$ cat config.mk
export PLATFORM = sky130hd
export DESIGN_NAME = pwm_reg_arbiter
export DESIGN_NICKNAME = d
export VERILOG_FILES = /design/src/rtl/pwm_bus_pkg.sv /design/src/rtl/pwm_arb_pick.sv /design/src/rtl/pwm_reg_arbiter.sv
export SDC_FILE = /design/constraint.sdc
export NUM_CORES = 1
export LEC_CHECK = 0
export ABC_AREA = 1
export BUFFER_PORTS_ARGS = -buffer_cell sky130_fd_sc_hd__buf_4
export CAP_MARGIN = 20
export CORE_ASPECT_RATIO = 1.1
export CORE_MARGIN = 4
export CORE_UTILIZATION = 49
export CTS_CLUSTER_SIZE = 40
export DETAILED_ROUTE_END_ITERATION = 8
export GPL_ROUTABILITY_DRIVEN = 1
export GPL_TIMING_DRIVEN = 1
export PLACE_DENSITY = 0.89
export SYNTH_ARGS = -nofsm -noshare
export SYNTH_HDL_FRONTEND = slang
export SYNTH_HIERARCHICAL = 1
export SYNTH_SLANG_ARGS = --single-unit
$ cat constraint.sdc
create_clock -name clk_i -period 4.6 [get_ports clk_i]
set_clock_uncertainty 0.1 [all_clocks]
set_input_delay 0.46 -clock clk_i [delete_from_list [all_inputs] [get_ports clk_i]]
set_output_delay 0.46 -clock clk_i [all_outputs]
set_load 0.1 [all_outputs]
$ cat src/rtl/pwm_bus_pkg.sv
// Shared definitions for the PWM register bus: widths, arbiter FSM encoding and master IDs.
// Used by the arbiter, the I2C bridge and the fade sequencer.
package pwm_bus_pkg;

  localparam int unsigned PWM_ADDR_W = 8;
  localparam int unsigned PWM_DATA_W = 16;

  // Starvation counter covers MAX_WAIT up to 15, read-wait counter covers RD_LAT up to 7.
  localparam int unsigned STARVE_W = 4;
  localparam int unsigned LAT_W    = 3;

  typedef enum logic [1:0] {
    ST_IDLE    = 2'd0,
    ST_ISSUE   = 2'd1,
    ST_RD_WAIT = 2'd2,
    ST_ACK     = 2'd3
  } arb_state_e;

  localparam logic M0_ID = 1'b0;
  localparam logic M1_ID = 1'b1;

  typedef struct packed {
    logic                  we;
    logic [PWM_ADDR_W-1:0] addr;
    logic [PWM_DATA_W-1:0] wdata;
  } reg_req_t;

endpackage

$ cat src/rtl/pwm_arb_pick.sv
// Combinational winner selection: fixed priority to M0, M1 forced once it has waited MAX_WAIT grants.
module pwm_arb_pick
  import pwm_bus_pkg::*;
#(
  parameter int unsigned MAX_WAIT = 4
) (
  input  logic                req0,
  input  logic                req1,
  input  logic [STARVE_W-1:0] starve_cnt,
  output logic                grant_c,
  output logic                winner_c
);

  always_comb begin
    grant_c  = req0 | req1;
    winner_c = M0_ID;
    if (req1 && (!req0 || (starve_cnt == STARVE_W'(MAX_WAIT)))) begin
      winner_c = M1_ID;
    end
  end

endmodule

$ cat src/rtl/pwm_reg_arbiter.sv
// Two-master arbiter for the PWM register port: one strobe per granted transaction,
// ack and read data returned to the owner.
module pwm_reg_arbiter
  import pwm_bus_pkg::*;
#(
  parameter int unsigned ADDR_W   = PWM_ADDR_W,
  parameter int unsigned DATA_W   = PWM_DATA_W,
  parameter int unsigned RD_LAT   = 1,
  parameter int unsigned MAX_WAIT = 4
) (
  input  logic              clk_i,
  input  logic              rst_n_i,
  input  logic              m0_req_i,
  input  logic              m0_we_i,
  input  logic [ADDR_W-1:0] m0_addr_i,
  input  logic [DATA_W-1:0] m0_wdata_i,
  output logic              m0_ack_o,
  output logic [DATA_W-1:0] m0_rdata_o,
  input  logic              m1_req_i,
  input  logic              m1_we_i,
  input  logic [ADDR_W-1:0] m1_addr_i,
  input  logic [DATA_W-1:0] m1_wdata_i,
  output logic              m1_ack_o,
  output logic [DATA_W-1:0] m1_rdata_o,
  output logic [ADDR_W-1:0] addr_o,
  output logic [DATA_W-1:0] wdata_o,
  output logic              wr_en_o,
  output logic              rd_en_o,
  input  logic [DATA_W-1:0] rdata_i,
  output logic              busy_o,
  output logic              owner_o
);

  arb_state_e          state_q, state_d;
  logic [STARVE_W-1:0] starve_q, starve_d;
  logic [LAT_W-1:0]    rd_cnt_q, rd_cnt_d;
  logic                we_q, we_d;
  logic [ADDR_W-1:0]   addr_d;
  logic [DATA_W-1:0]   wdata_d;
  logic                owner_d;
  logic                wr_en_d, rd_en_d, busy_d;
  logic                m0_ack_d, m1_ack_d;
  logic [DATA_W-1:0]   m0_rdata_d, m1_rdata_d;
  logic                grant_c, winner_c;

  pwm_arb_pick #(
    .MAX_WAIT(MAX_WAIT)
  ) u_pick (
    .req0      (m0_req_i),
    .req1      (m1_req_i),
    .starve_cnt(starve_q),
    .grant_c   (grant_c),
    .winner_c  (winner_c)
  );

  // Next-state and next-output logic; every output is registered below.
  always_comb begin
    state_d    = state_q;
    starve_d   = starve_q;
    rd_cnt_d   = rd_cnt_q;
    we_d       = we_q;
    addr_d     = addr_o;
    wdata_d    = wdata_o;
    owner_d    = owner_o;
    wr_en_d    = 1'b0;
    rd_en_d    = 1'b0;
    m0_ack_d   = 1'b0;
    m1_ack_d   = 1'b0;
    m0_rdata_d = m0_rdata_o;
    m1_rdata_d = m1_rdata_o;

    case (state_q)
      ST_IDLE: begin
        if (grant_c) begin
          state_d = ST_ISSUE;
          owner_d = winner_c;
          if (winner_c == M1_ID) begin
            we_d     = m1_we_i;
            addr_d   = m1_addr_i;
            wdata_d  = m1_wdata_i;
            starve_d = '0;
          end else begin
            we_d    = m0_we_i;
            addr_d  = m0_addr_i;
            wdata_d = m0_wdata_i;
            // Count M0 wins only while M1 is actually waiting.
            if (m1_req_i && (starve_q != STARVE_W'(MAX_WAIT))) begin
              starve_d = starve_q + STARVE_W'(1);
            end
          end
          wr_en_d = we_d;
          rd_en_d = ~we_d;
        end
      end

      ST_ISSUE: begin
        rd_cnt_d = '0;
        if (we_q) begin
          state_d  = ST_ACK;
          m0_ack_d = (owner_o == M0_ID);
          m1_ack_d = (owner_o == M1_ID);
        end else begin
          state_d = ST_RD_WAIT;
        end
      end

      ST_RD_WAIT: begin
        // Last wait cycle is the one where rdata_i is valid.
        if (rd_cnt_q == LAT_W'(RD_LAT - 1)) begin
          state_d  = ST_ACK;
          m0_ack_d = (owner_o == M0_ID);
          m1_ack_d = (owner_o == M1_ID);
          if (owner_o == M1_ID) begin
            m1_rdata_d = rdata_i;
          end else begin
            m0_rdata_d = rdata_i;
          end
        end else begin
          rd_cnt_d = rd_cnt_q + LAT_W'(1);
        end
      end

      ST_ACK: begin
        state_d = ST_IDLE;
      end

      default: begin
        state_d = ST_IDLE;
      end
    endcase

    busy_d = (state_d != ST_IDLE);
  end

  always_ff @(posedge clk_i or negedge rst_n_i) begin
    if (!rst_n_i) begin
      state_q    <= ST_IDLE;
      starve_q   <= '0;
      rd_cnt_q   <= '0;
      we_q       <= 1'b0;
      addr_o     <= '0;
      wdata_o    <= '0;
      owner_o    <= 1'b0;
      wr_en_o    <= 1'b0;
      rd_en_o    <= 1'b0;
      busy_o     <= 1'b0;
      m0_ack_o   <= 1'b0;
      m1_ack_o   <= 1'b0;
      m0_rdata_o <= '0;
      m1_rdata_o <= '0;
    end else begin
      state_q    <= state_d;
      starve_q   <= starve_d;
      rd_cnt_q   <= rd_cnt_d;
      we_q       <= we_d;
      addr_o     <= addr_d;
      wdata_o    <= wdata_d;
      owner_o    <= owner_d;
      wr_en_o    <= wr_en_d;
      rd_en_o    <= rd_en_d;
      busy_o     <= busy_d;
      m0_ack_o   <= m0_ack_d;
      m1_ack_o   <= m1_ack_d;
      m0_rdata_o <= m0_rdata_d;
      m1_rdata_o <= m1_rdata_d;
    end
  end

endmodule

* Word level (Yosys, flattened, before mapping)
Index checks and enable logic that the tools add are counted.
W data, S select, Z words.
** Word-level totals
- Bits in registers :: 72
- Latch bits :: 0
- Bits in writable memories :: 0
- Memory bits (read-only) :: 0
- Input bits :: 70
- Output and inout bits :: 62
- Logic and storage cells :: 63
- Memories kept :: 0
** Operators by class
- $add $sub $neg :: 2
- $mul :: 0
- Div/mod/pow operators :: 0
- Magnitude comparators :: 0
- Eq/ne operators :: 6
- Shift-type cells :: 0
- Multiplexer cells :: 24
- Bitwise gates (word level) :: 3
- Reduce and logical (&&, ||, !) cells :: 14
** Operators by type and width (count)
- $mux W16 :: 1
- $mux W1 :: 13
- $reduce_and A3 Y1 :: 3
- $mux W4 :: 2
- $mux W8 :: 1
- $pmux W2 S4 :: 1
- $pmux W3 S2 :: 1
- $reduce_bool A2 Y1 :: 3
- $add A4 B1 Y4 const B :: 1
- $eq A2 B2 Y1 const B :: 2
- $eq A4 B3 Y1 const B :: 1
- $mux W2 :: 2
- $ne A4 B3 Y1 const B :: 1
- $pmux W1 S2 :: 2
- $reduce_and A2 Y1 :: 2
- $add A3 B1 Y3 const B :: 1
- $logic_not A3 Y1 :: 1
- $mux W3 :: 1
- $eq A2 B1 Y1 const B :: 1
- $logic_and A1 B1 Y1 :: 2
- $logic_not A2 Y1 :: 1
- $ne A2 B2 Y1 const B :: 1
- $not A1 Y1 :: 2
- $logic_not A1 Y1 :: 1
- other kinds (2) :: 2

* Longest topological paths before layout
Gate-level depths: netlist (run 1).
- Word-level depth :: 10
- Mapped depth :: 9

* Cells and area by module
The synthesis (run 1) kept the hierarchy.
** By module, submodules not included
- pwm_reg_arbiter :: instances 1, cells an instance 344, area an instance 3316.9 µm², sequential area each 1801.7 µm²
- pwm_arb_pick :: instances 1, cells an instance 7, area an instance 33.8 µm², sequential area each 0.0 µm²

* Worst setup path after synthesis (run 1)
OpenSTA, ideal clock, no wires.
- Kind :: register to register
- From :: register owner_o
- To :: register m0_rdata_o[11]
- Data arrival time :: 1.653 ns
- Required time :: 4.426 ns
- Setup slack :: 2.773 ns
- Cell stages (with the launch flop) :: 6
- Clock period less this slack :: 1.827 ns
- Path through :: dfrtp_1 -> inv_1 -> nand2_4 -> buf_6 -> nand2_1 -> o21ai_2
** On the way
- Word-level cells in the longest chain between the ends :: 2
** Ends and longest elaborated chain
- from (decl) :: RTL line pwm_reg_arbiter.sv:31 : output logic owner_o
- from (signal assigned) :: RTL line pwm_reg_arbiter.sv:158 : owner_o <= owner_d;
- $not A1 Y1 (no source line)
- $reduce_and A3 Y1 (no source line)
- to (signal assigned) :: RTL line pwm_reg_arbiter.sv:164 : m0_rdata_o <= m0_rdata_d;
- to (decl) :: RTL line pwm_reg_arbiter.sv:18 : output logic [DATA_W-1:0] m0_rdata_o,
Every way passes these cells.
A chain may end at the register's enable or synchronous reset.

* Worst setup path after layout (run 1)
- From :: register starve_q[2]
- To :: register we_q
** On the way
- Word-level cells in the longest chain between the ends :: 7
** Ends and longest elaborated chain
- from (decl) :: RTL line pwm_reg_arbiter.sv:35 : logic [STARVE_W-1:0] starve_q, starve_d;
- from (signal assigned) :: RTL line pwm_reg_arbiter.sv:153 : starve_q <= starve_d;
- $eq A4 B3 Y1 :: RTL line pwm_arb_pick.sv:17 : if (req1 && (!req0 || (starve_cnt == STARVE_W'(MAX_WAIT)))) begin
- $logic_or A1 B1 Y1 :: RTL line pwm_arb_pick.sv:17
- $logic_and A1 B1 Y1 :: RTL line pwm_arb_pick.sv:17
- $mux W1 :: RTL line pwm_arb_pick.sv:17
- named net winner_c :: RTL line pwm_reg_arbiter.sv:44 : logic grant_c, winner_c;
- $mux W1 :: RTL line pwm_reg_arbiter.sv:77 : if (winner_c == M1_ID) begin
- $mux W1 :: RTL line pwm_reg_arbiter.sv:74 : if (grant_c) begin
- $mux W1 :: RTL line pwm_reg_arbiter.sv:72 : case (state_q)
- to (signal assigned) :: RTL line pwm_reg_arbiter.sv:155 : we_q <= we_d;
- to (decl) :: RTL line pwm_reg_arbiter.sv:37 : logic we_q, we_d;
The timed path passes the listed nets, and every way through them passes these cells. The select of a mux whose other input is x is not followed.

==> impl_summary.log, run 1 <==
INFO  metric run_status = completed
INFO  metric antenna_found_initial = 0
INFO  metric cts_tree = built
INFO  metric tritoncts_num_sinks = 72
INFO  metric fp.dieW = 86.8 µm
INFO  metric end_kind = register
INFO  metric drt_pass1_iterations = 4
INFO  metric insertedDiodeCount = 0
INFO  metric timing.critical_path.arrival = 2.26 ns
INFO  metric setup_total_negative_slack = 0 ns
INFO  metric grt_pass1_vias = 3036
INFO  metric wire_length_of_the_first_global_routing_pass = 13400 µm
INFO  metric ios = 132
INFO  metric post_cts_resized = 0
INFO  metric clk_root_buffer_cell = clkbuf_8
INFO  metric groute.layer.met1.usage = 25.6%
INFO  metric finalCriticalPeriod = 2.13 ns
INFO  metric die_ar = 8230 µm²
INFO  metric synth-seq-area-share = 53.8%
INFO  metric critical_path_peak_fanout = 25
INFO  metric grt_overflow_total = 0
INFO  metric core_area = 6630 µm²
INFO  metric drtIter0Drc = 101
INFO  metric worst_hold_path_type = input pin to async pin
INFO  metric async_flop_share = 100%
INFO  metric setup.worst_path.start_class = register
INFO  metric final-max-slew-violation-count = 0
INFO  metric worst-endpoint-required = 4.73 ns
INFO  metric tightest_slew = 0.896 ns
INFO  metric worst_slew_margin_rel = 40.3%
INFO  metric layout-area-overhead-vs-synth = 36.5%
INFO  metric final_worst_path_cycle_share = 46.3%
INFO  metric synth_top_cell_by_area = dfrtp_1
INFO  metric grt_util_met3 = 7.07%
INFO  metric detailedPlacementHpwl = 6080 µm
INFO  metric floorplan.rows = 31
INFO  metric postSynthAreaPerCell = 9.55 µm²
INFO  metric grt_use_met2 = 33.7%
INFO  metric worst_case_setup_margin_in_the_final_layout = 2.47 ns
INFO  metric post_synth_most_frequent_cells = dfrtp_1 (72), nand2_1 (56), a21oi_1 (49), inv_1 (32), o21ai_2 (32)
INFO  metric vias = 2882
INFO  metric drv_cap = 0
INFO  metric synth_area = 3350 µm²
INFO  metric grt_setup_unrepaired = no
INFO  metric place.port_buffers = 131
INFO  metric post_detailed_route_wirelength_per_cell = 14.6 µm
INFO  metric antenna_violating_nets_left = 0
INFO  metric layout.nets = 556
INFO  metric post_route_cells_drive_above_1_share = 45.0%
INFO  metric post_drt_via_cell_ratio = 5.09
INFO  metric insertion_delay = 0.34 ns
INFO  metric yosysMostFrequentCell = dfrtp_1
INFO  metric syn_inst = 351
INFO  metric yosys.area.top_type_share = 53.8%
INFO  metric finalHoldWorstSlack = 0.145 ns
INFO  metric ys_seq_elements = 72
INFO  metric hold_buffers = 0
INFO  metric place_ws = 2.50 ns
INFO  metric cts-htree-levels = 3
INFO  metric gpl.final_weighted_congestion = 0.814
INFO  metric final_number_of_hold_violating_endpoints = 0
INFO  metric timing.final.setup_violations = 0
INFO  metric yosysWarningCount = 6
INFO  metric cts_clock_pin_slew_for_the_worst_setup_and_hold_paths = 0.07 ns
INFO  metric final.fill_count = 508
INFO  metric die_height = 94.7 µm
INFO  metric max_freq = 469 MHz
INFO  metric area_contributors_post_synth = dfrtp_1 (54%), o21ai_2 (8.4%), a21oi_1 (7.3%), nand2_1 (6.3%), nand2_2 (5.2%)
INFO  metric grt_usage = 20.7%
INFO  metric grt_busiest_layer = met2
INFO  metric synth.net_count = 428
INFO  metric r2r_slack = 2.47 ns
INFO  metric remaining_drc_errors = 0
INFO  metric yosys_most_used_dff = dfrtp_1
INFO  metric ctsLongestPathBuffers = 2
INFO  metric critical_path_class = register to register
INFO  metric initial_utilization = 50.5%
INFO  metric synth.lib_cells_used.distinct = 25
INFO  metric number_of_enable_type_register_cells_in_the_synthesized_netlist = 0
INFO  metric post_cts_buffers = 0
INFO  metric pin_count_of_the_biggest_net_entering_global_routing = 73
INFO  metric cts_made_buffers = 9
INFO  metric detail_route.wirelength = 8280 µm
[area by class of cell]
class,instances,area (µm²),area share [%]
Clock inverter,5,104,2.27
Tap cell,82,103,2.24
Clock buffer,11,141,3.09
Inverter,36,138,3.01
Timing Repair Buffer,132,998,21.8
Sequential cell,72,1800,39.4
Multi-Input combinational cell,228,1290,28.2
[metal layers]
layer	up-vias	part of all wire [%]
met3	10	10
met4	0	1.4
met5	-	0
met1	1351	42
met2	140	46
li1	1381	-
[worst max-delay path, cell delays in order (launching register included)]
cell	delay [ns]
dfrtp_1	0.45
inv_1	0.06
nor2_1	0.10
nand2_1	0.07
a21oi_2	0.54
inv_2	0.36
nand2_1	0.13
nand2_1	0.08
nand2_1	0.08
nand2_1	0.05
[kinds of logic after synthesis]
group	after synthesis	synth area share [%]
adder cells (fa/ha/maj)	7	2.61
buffers and inverters	51	7.77
AO/OA/AOI/OAI	87	16.7
AND/OR/NAND/NOR	132	18.6
flip-flops	72	53.8
XOR/XNOR	2	0.523
[metrics by stage]
step / cell area, µm² / std cells / utilization (%)
CTS: 4570 / 566 / 69.0
finish: 4570 / 566 / 69.0
floorplan: 3350 / 351 / -
detailed placement: 4330 / 550 / 65.3
global route: 4570 / 566 / 69.0
global placement: 4310 / 549 / 65.0
[sequential cells by signal (all words and copies together), names as in the netlist]
name / flops
addr_o: 8
busy_o: 1
m0_ack_o: 1
m0_rdata_o: 16
m1_ack_o: 1
m1_rdata_o: 16
owner_o: 1
rd_cnt_q: 3
rd_en_o: 1
starve_q: 4
state_q: 2
wdata_o: 16
we_q: 1
wr_en_o: 1
[path summary, 6_finish.rpt]
kind,from,endpoint,depth (start not counted)
max,starve_q[2]$_DFFE_PN0P_,we_q$_DFFE_PN0P_,9
min,rst_n_i,m0_rdata_o[3]$_DFFE_PN0P_,1
max reg2reg,starve_q[2]$_DFFE_PN0P_,we_q$_DFFE_PN0P_,9
min reg2reg,m1_rdata_o[0]$_DFFE_PN0P_,m1_rdata_o[0]$_DFFE_PN0P_,2
max in group asynchronous,rst_n_i,wdata_o[8]$_DFFE_PN0P_,1
min in group clk_i,m1_addr_i[0],addr_o[0]$_DFFE_PN0P_,3
[cell usage in the layout, fill, tap and decap left out, drive strengths merged]
cell,instances
nor2,30
dfrtp,72
inv,36
ha,7
xor2,2
clkinv,2
a21oi,50
nand2,87
or2,1
bufinv,3
nor3,2
clkbuf,11
buf,132
nand3,11
o21ai,37
nand4,1
Power of run 1 is not shown: default switching activity piles up to over one toggle a cycle in this logic, so the estimate is an artifact.
==> run 2, diff against run 1 <==
==> constraint.sdc (replaced) <==
create_clock -name clk_i -period 2.17 [get_ports clk_i]
set_clock_uncertainty 0.1 [all_clocks]
set_input_delay 0.217 -clock clk_i [delete_from_list [all_inputs] [get_ports clk_i]]
set_output_delay 0.217 -clock clk_i [all_outputs]
set_load 0.1 [all_outputs]
==> run 2 against run 1 <==
Die area is the same. Hold slack lost 0.12 ns. Wire length grew 2.3%. First-iteration DRC count grew 52%. Critical path type unchanged.
==> impl_summary.log, run 2 (same netlist as run 1, synthesis figures left out) <==
INFO  metric run_status = completed (unchanged)
INFO  metric detailedPlacementHpwl = 6220 µm (was 6080 µm)
INFO  metric ios = 132 (unchanged)
INFO  metric drtIter0Drc = 154 (was 101)
INFO  metric detail_route.wirelength = 8470 µm (was 8280 µm)
INFO  metric critical_path.reg2reg.endpoint = m1_rdata_o[11]$_DFFE_PN0P_ (was we_q$_DFFE_PN0P_)
INFO  metric reg2reg_depth = 7 (was 9)
INFO  metric post_route_cells_drive_above_1_share = 45.1% (was 45.0%)
INFO  metric die_ar = 8230 µm² (unchanged)
INFO  metric post_cts_buffers = 0 (unchanged)
INFO  metric startpoint = state_q[0]$_DFF_PN0_ (was starve_q[2]$_DFFE_PN0P_)
INFO  metric timing.critical_path.arrival = 1.87 ns (was 2.26 ns)
INFO  metric fp.dieW = 86.8 µm (unchanged)
INFO  metric cts_clock_pin_slew_for_the_worst_setup_and_hold_paths = 0.08 ns (was 0.07 ns)
INFO  metric crit_path_max_incr_delay = 0.42 ns (was 0.54 ns)
INFO  metric critical_path_depth = 7 (was 9)
INFO  metric tritoncts_num_sinks = 72 (unchanged)
INFO  metric drv_cap = 0 (unchanged)
INFO  metric vias = 2932 (was 2882)
INFO  metric worst_slew_margin_rel = 39.9% (was 40.3%)
INFO  metric pin_count_of_the_biggest_net_entering_global_routing = 73 (unchanged)
INFO  metric layout.nets = 562 (was 556)
INFO  metric worst_hold_path_type = input pin to register (was input pin to async pin)
INFO  metric drt_pass1_iterations = 6 (was 4)
INFO  metric wire_length_on_met3 = 846 µm (was 857 µm)
INFO  metric cts_tree = built (unchanged)
INFO  metric wl_met1 = 3390 µm (was 3480 µm)
INFO  metric initial_utilization = 50.5% (unchanged)
INFO  metric setup.worst_path.start_class = register (unchanged)
INFO  metric layout-area-overhead-vs-synth = 37.4% (was 36.5%)
INFO  metric buffer_and_inverter_count_on_the_worst_path = 2 (unchanged)
INFO  metric finalCriticalPeriod = 1.75 ns (was 2.13 ns)
INFO  metric timing.critical_path.slowest_stage_cell = dfrtp_1 (was a21oi_2)
INFO  metric cts-htree-levels = 3 (unchanged)
INFO  metric cts_made_buffers = 9 (unchanged)
INFO  metric critical_path_peak_fanout = 32 (was 25)
INFO  metric critPathCapture = m1_rdata_o[11]$_DFFE_PN0P_ (was we_q$_DFFE_PN0P_)
INFO  metric worst-endpoint-required = 2.30 ns (was 4.73 ns)
INFO  metric post_cts_resized = 0 (unchanged)
INFO  metric top_regs = m0_rdata_o x16, m1_rdata_o x16, wdata_o x16 (unchanged)
INFO  metric grt_overflow_total = 0 (unchanged)
INFO  metric final.fill_count = 488 (was 508)
INFO  metric max_freq = 572 MHz (was 469 MHz)
INFO  metric r2r_slack = 0.42 ns (was 2.47 ns)
INFO  metric grt_setup_unrepaired = no (unchanged)
INFO  metric final_cell_mix = buf_4 (134), dfrtp_1 (72), nand2_1 (56), a21oi_1 (49) (was buf_4 (131), dfrtp_1 (72), nand2_1 (56), a21oi_1 (49))
INFO  metric hold_buffers = 4 (was 0)
INFO  metric antenna_violating_nets_left = 0 (unchanged)
INFO  metric tightest_slew = 0.901 ns (was 0.896 ns)
INFO  metric wl_met2 = 4100 µm (was 3830 µm)
INFO  metric clk_root_buffer_cell = clkbuf_8 (unchanged)
INFO  metric final_number_of_hold_violating_endpoints = 0 (unchanged)
INFO  metric antenna_found_initial = 0 (unchanged)
INFO  metric wire_length_of_the_first_global_routing_pass = 13400 µm (about the same)
INFO  metric most_frequent_standard_cell_in_the_layout_excluding_fill_and_tap_cells = buf_4 (unchanged)
INFO  metric finalHoldWorstSlack = 0.0208 ns (was 0.145 ns)
INFO  metric post_detailed_route_wirelength_per_cell = 14.8 µm (was 14.6 µm)
INFO  metric end_kind = register (unchanged)
INFO  metric top_layer_reached_by_signal_wires = met4 (unchanged)
INFO  metric core_area = 6630 µm² (unchanged)
INFO  metric ctsLongestPathBuffers = 2 (unchanged)
INFO  metric place.port_buffers = 131 (unchanged)
INFO  metric final_worst_path_cycle_share = 80.6% (was 46.3%)
INFO  metric setup_total_negative_slack = 0 ns (unchanged)
INFO  metric post_drt_via_cell_ratio = 5.13 (was 5.09)
INFO  metric grt_usage = 20.9% (was 20.7%)
INFO  metric timing.critical_path.max_delay_family = simple AND/OR/NAND/NOR gates (was compound AO/OA/AOI/OAI gates)
INFO  metric grt_pass1_vias = 2855 (was 3036)
INFO  metric gpl.final_weighted_congestion = 0.874 (was 0.814)
INFO  metric critical_path.cell_chain = inv_1 -> ha_1 -> nand3_2 -> inv_2 -> nand2_4 -> nand2_2 -> o21ai_2 (was inv_1 -> nor2_1 -> nand2_1 -> a21oi_2 -> inv_2 -> nand2_1 -> nand2_1 -> nand2_1 -> nand2_1)
INFO  metric r2r_start = state_q[0]$_DFF_PN0_ (was starve_q[2]$_DFFE_PN0P_)
INFO  metric floorplan.rows = 31 (unchanged)
INFO  metric insertedDiodeCount = 0 (unchanged)
INFO  metric insertion_delay = 0.34 ns (about the same)
INFO  metric final-max-slew-violation-count = 0 (unchanged)
INFO  metric critical_path_class = register to register (unchanged)
INFO  metric timing.final.setup_violations = 0 (unchanged)
INFO  metric remaining_drc_errors = 0 (unchanged)
INFO  metric die_height = 94.7 µm (unchanged)
-- run 2: cell types whose count changed in the layout (fill, tap and decap cells not counted), sizes merged --
cell	previous run	this run
dlygate4sd3	0	4
buf	132	134
clkbuf	11	9
inv	36	38
bufinv	3	2
clkinvlp	0	1
-- run 2: how the worst min path moves through the flow --
stage | end | slack [ns] | cells past startpoint | start
6_report | wdata_o[12]$_DFFE_PN0P_ | 0.02 | 3 | m1_wdata_i[12]
5_1_grt | addr_o[7]$_DFFE_PN0P_ | 0.004 | 3 | m1_addr_i[7]
4_1_cts | addr_o[0]$_DFFE_PN0P_ | 0.001 | 3 | m1_addr_i[0]
3_5_place_dp | m0_rdata_o[0]$_DFFE_PN0P_ | 0.30 | 1 | rst_n_i
3_3_place_gp | m0_rdata_o[0]$_DFFE_PN0P_ | 0.29 | 1 | rst_n_i
2_1_floorplan | addr_o[0]$_DFFE_PN0P_ | -0.18 | 0 | rst_n_i
-- run 2: final cells by class --
type,count,area (µm²),area share [%]
clock buffer,9,124,2.69
sequential,72,1800,39.1
timing repair buffer,138,1050,22.7
multi-input combinational,228,1290,28.0
clock inverter,7,103,2.23
inverter,36,138,2.99
tap,82,103,2.23
-- run 2: per-layer routing --
layer	vias up	global-route usage, %
met3	13	7.07
li1	1398	-
met5	-	0
met4	0	7.27
met1	1381	26.7
met2	140	33.2
-- run 2: worst reg2reg max path, delay by kind of cell (launching register included) --
family	cells	cell delay, ns
AND/OR/NAND/NOR	3	0.58
flip-flops	1	0.42
adder cells (fa/ha/maj)	1	0.26
buffers and inverters	2	0.21
AO/OA/AOI/OAI	1	0.06
-- run 2: per-stage QoR --
stage	std cells	setup WS, ns	util [%]	area, µm²
5_1_grt	572	0.256	69.4	4600
2_1_floorplan	351	0.343	-	3350
6_report	572	0.421	69.4	4600
4_1_cts	572	0.418	69.4	4600
3_3_place_gp	552	0.497	65.4	4340
3_5_place_dp	552	0.428	65.4	4340
Power of run 2 is left out for the same reason.
==> run 3, diff against run 2 <==
--- a/config.mk
+++ b/config.mk
@@ -10,12 +10,12 @@
 export CAP_MARGIN = 20
 export CORE_ASPECT_RATIO = 1.1
 export CORE_MARGIN = 4
-export CORE_UTILIZATION = 49
+export CORE_UTILIZATION = 44
 export CTS_CLUSTER_SIZE = 40
 export DETAILED_ROUTE_END_ITERATION = 8
 export GPL_ROUTABILITY_DRIVEN = 1
 export GPL_TIMING_DRIVEN = 1
-export PLACE_DENSITY = 0.89
+export PLACE_DENSITY = 0.85
 export SYNTH_ARGS = -nofsm -noshare
 export SYNTH_HDL_FRONTEND = slang
 export SYNTH_HIERARCHICAL = 1
==> constraint.sdc (replaced) <==
create_clock -name clk_i -period 1.5 [get_ports clk_i]
set_clock_uncertainty 0.1 [all_clocks]
set_input_delay 0.15 -clock clk_i [delete_from_list [all_inputs] [get_ports clk_i]]
set_output_delay 0.15 -clock clk_i [all_outputs]
set_load 0.1 [all_outputs]
==> run 3 against run 2 <==
Hold slack worse by 0.0081 ns. Largest cell class is now non-clock buffers. Wire length up 30%. The run now ends with setup timing left. Critical endpoint is now addr_o[3]$_DFFE_PN0P_. Critical path depth unchanged.
==> impl_summary.log, run 3 (same netlist as run 1, synthesis figures left out) <==
INFO  metric run_status = finished with violations (was completed)
INFO  metric failed_checks = setup timing
INFO  metric cts_made_buffers = 9 (unchanged)
INFO  metric setup_total_negative_slack = -0.0198 ns (was 0 ns)
INFO  metric final_cell_mix = buf_4 (143), dfrtp_1 (71), dlygate4sd3_1 (65), nand2_1 (51), o21ai_2 (33) (was buf_4 (134), dfrtp_1 (72), nand2_1 (56), a21oi_1 (49))
INFO  metric detail_route.wirelength = 11000 µm (was 8470 µm)
INFO  metric drv_cap = 0 (unchanged)
INFO  metric antenna_violating_nets_left = 0 (unchanged)
INFO  metric wire_length_of_the_first_global_routing_pass = 16700 µm (was 13400 µm)
INFO  metric vias = 3332 (was 2932)
INFO  metric tritoncts_num_sinks = 72 (unchanged)
INFO  metric grt_setup_unrepaired = yes (was no)
INFO  metric cell_count_after_placement = 573 (was 552)
INFO  metric timing.critical_path.slowest_stage_cell = dfrtp_1 (unchanged)
INFO  metric cts_tree = built (unchanged)
INFO  metric fin_cells = 660 (was 572)
INFO  metric crit_path_max_incr_delay = 0.38 ns (was 0.42 ns)
INFO  metric timing.final.setup_violations = 1 (was 0)
INFO  metric final_number_of_hold_violating_endpoints = 0 (unchanged)
INFO  metric reg2reg_depth = 7 (unchanged)
INFO  metric critical_path_depth = 7 (unchanged)
INFO  metric area.sequential = 1800 µm² (about the same)
INFO  metric tightest_slew = 0.300 ns (was 0.901 ns)
INFO  metric worst_case_setup_margin_in_the_final_layout = -0.0198 ns (was 0.421 ns)
INFO  metric worstHoldPathCells = 3 (unchanged)
INFO  metric insertion_delay = 0.35 ns (was 0.34 ns)
INFO  metric clk_root_buffer_cell = clkbuf_8 (unchanged)
INFO  metric grt_pass1_vias = 3505 (was 2855)
INFO  metric die_ar = 9080 µm² (was 8230 µm²)
INFO  metric critical_path.cell_chain = nor2_1 -> nand2_1 -> a21oi_4 -> buf_12 -> inv_8 -> a21oi_1 -> a21oi_2 (was inv_1 -> ha_1 -> nand3_2 -> inv_2 -> nand2_4 -> nand2_2 -> o21ai_2)
INFO  metric core_area = 7430 µm² (was 6630 µm²)
INFO  metric post_detailed_route_wirelength_per_cell = 16.7 µm (was 14.8 µm)
INFO  metric post_route_cells_drive_above_1_share = 48.0% (was 45.1%)
INFO  metric detailedPlacementHpwl = 6580 µm (was 6220 µm)
INFO  metric pin_count_of_the_biggest_net_entering_global_routing = 41 (was 73)
INFO  metric finalCriticalPeriod = 1.52 ns (was 1.75 ns)
INFO  metric post_drt_via_cell_ratio = 5.05 (was 5.13)
INFO  metric gpl.final_weighted_congestion = 0.788 (was 0.874)
INFO  metric layout-area-overhead-vs-synth = 70.1% (was 37.4%)
INFO  metric max_freq = 658 MHz (was 572 MHz)
INFO  metric insertedDiodeCount = 0 (unchanged)
INFO  metric grt_overflow_total = 0 (unchanged)
INFO  metric antenna_found_initial = 0 (unchanged)
INFO  metric ctsLongestPathBuffers = 2 (unchanged)
INFO  metric layout.nets = 645 (was 562)
INFO  metric most_frequent_standard_cell_in_the_layout_excluding_fill_and_tap_cells = buf_4 (unchanged)
INFO  metric ios = 132 (unchanged)
INFO  metric remaining_drc_errors = 0 (unchanged)
INFO  metric critical_path_class = register to register (unchanged)
INFO  metric timing.critical_path.max_delay_family = compound AO/OA/AOI/OAI gates (was simple AND/OR/NAND/NOR gates)
INFO  metric initial_utilization = 45.1% (was 50.5%)
INFO  metric drtIter0Drc = 175 (was 154)
INFO  metric cts-htree-levels = 3 (unchanged)
INFO  metric grt_usage = 23.5% (was 20.9%)
INFO  metric floorplan.rows = 33 (was 31)
INFO  metric final.fill_count = 467 (was 488)
INFO  metric worst_slew_margin_rel = 80.2% (was 39.9%)
INFO  metric top_regs = m0_rdata_o x16, m1_rdata_o x16, wdata_o x16 (unchanged)
INFO  metric worst-endpoint-required = 1.64 ns (was 2.30 ns)
INFO  metric multi_input_area = 1440 µm² (was 1290 µm²)
INFO  metric drt_pass1_iterations = 4 (was 6)
INFO  metric end_kind = register (unchanged)
INFO  metric final-max-slew-violation-count = 0 (unchanged)
INFO  metric buffer_and_inverter_count_on_the_worst_path = 2 (unchanged)
INFO  metric setup.worst_path.start_class = register (unchanged)
INFO  metric critical_path_peak_fanout = 25 (was 32)
INFO  metric final_util = 76.7% (was 69.4%)
INFO  metric fp.dieW = 91.2 µm (was 86.8 µm)
INFO  metric timing.critical_path.arrival = 1.66 ns (was 1.87 ns)
INFO  metric place.port_buffers = 131 (unchanged)
INFO  metric final_worst_path_cycle_share = 101% (was 80.6%)
INFO  metric cts_clock_pin_slew_for_the_worst_setup_and_hold_paths = 0.09 ns (was 0.08 ns)
INFO  metric worst_hold_path_type = input pin to register (unchanged)
INFO  metric die_height = 99.5 µm (was 94.7 µm)
INFO  metric finalHoldWorstSlack = 0.0128 ns (was 0.0208 ns)
[run 3: cell types whose count changed in the layout (fill, tap and decap cells not counted), moves of 3 or more]
cell / previous run / this run
nand2_2: 28 / 32
buf_4: 134 / 143
a21oi_4: 0 / 3
buf_12: 0 / 8
ha_1: 7 / 4
dlygate4sd3_1: 4 / 65
a21oi_1: 49 / 30
a21oi_2: 1 / 17
nand2_1: 56 / 51
buf_6: 0 / 3
[run 3: per-stage QoR]
step | worst slack (ns) | area (µm²)
after floorplan | 0.0220 | 3350
after global placement | -0.0440 | 4540
after detailed placement | -0.146 | 4540
after CTS | -0.0228 | 5430
after global routing | -0.158 | 5700
final | -0.0198 | 5700
[run 3: layer usage]
layer	GRT usage (%)	routed length [µm]	vias to the layer above
li1	-	-	1558
met1	27.1	4280	1601
met2	41.9	5800	150
met3	5.90	632	23
met4	9.16	286	0
met5	0	0	-
[run 3: path summary, 6_finish.rpt]
path | slack [ns] | startpoint | endpoint
max | -0.02 | starve_q[0]$_DFFE_PN0P_ | addr_o[3]$_DFFE_PN0P_
min | 0.01 | m0_wdata_i[2] | wdata_o[2]$_DFFE_PN0P_
max reg2reg | -0.02 | starve_q[0]$_DFFE_PN0P_ | addr_o[3]$_DFFE_PN0P_
min reg2reg | 0.39 | m1_rdata_o[2]$_DFFE_PN0P_ | m1_rdata_o[2]$_DFFE_PN0P_
max in group asynchronous | 0.69 | rst_n_i | wdata_o[0]$_DFFE_PN0P_
min in group asynchronous | 0.08 | rst_n_i | m1_rdata_o[0]$_DFFE_PN0P_
[run 3: what timing repair did]
| item | 4_1_cts | 5_1_grt |
|---|---|---|
| gates cloned | 0 | 2 |
| pin swaps | 0 | 16 |
| resized for setup | 5 | 47 |
| hold buffers | 65 | 0 |
| setup buffers | 0 | 4 |
| endpoints found under the hold margin | 128 | 0 |
| setup endpoints to repair | 31 | 55 |
[run 3: tightest hold or removal path: cells and delay by family]
family                 cells  cell delay (ns)
AOI/OAI and AO/OA          2             0.17
buffers and inverters      1             0.08
[run 3: cell type report]
type / instances / area share, %
inverter: 36 / 2.68
tap: 87 / 1.91
multi-input combinational: 228 / 25.3
clock buffer: 9 / 2.17
clock inverter: 7 / 1.78
timing repair buffer: 221 / 34.5
sequential: 72 / 31.6
Power of run 3 is left out for the same reason.
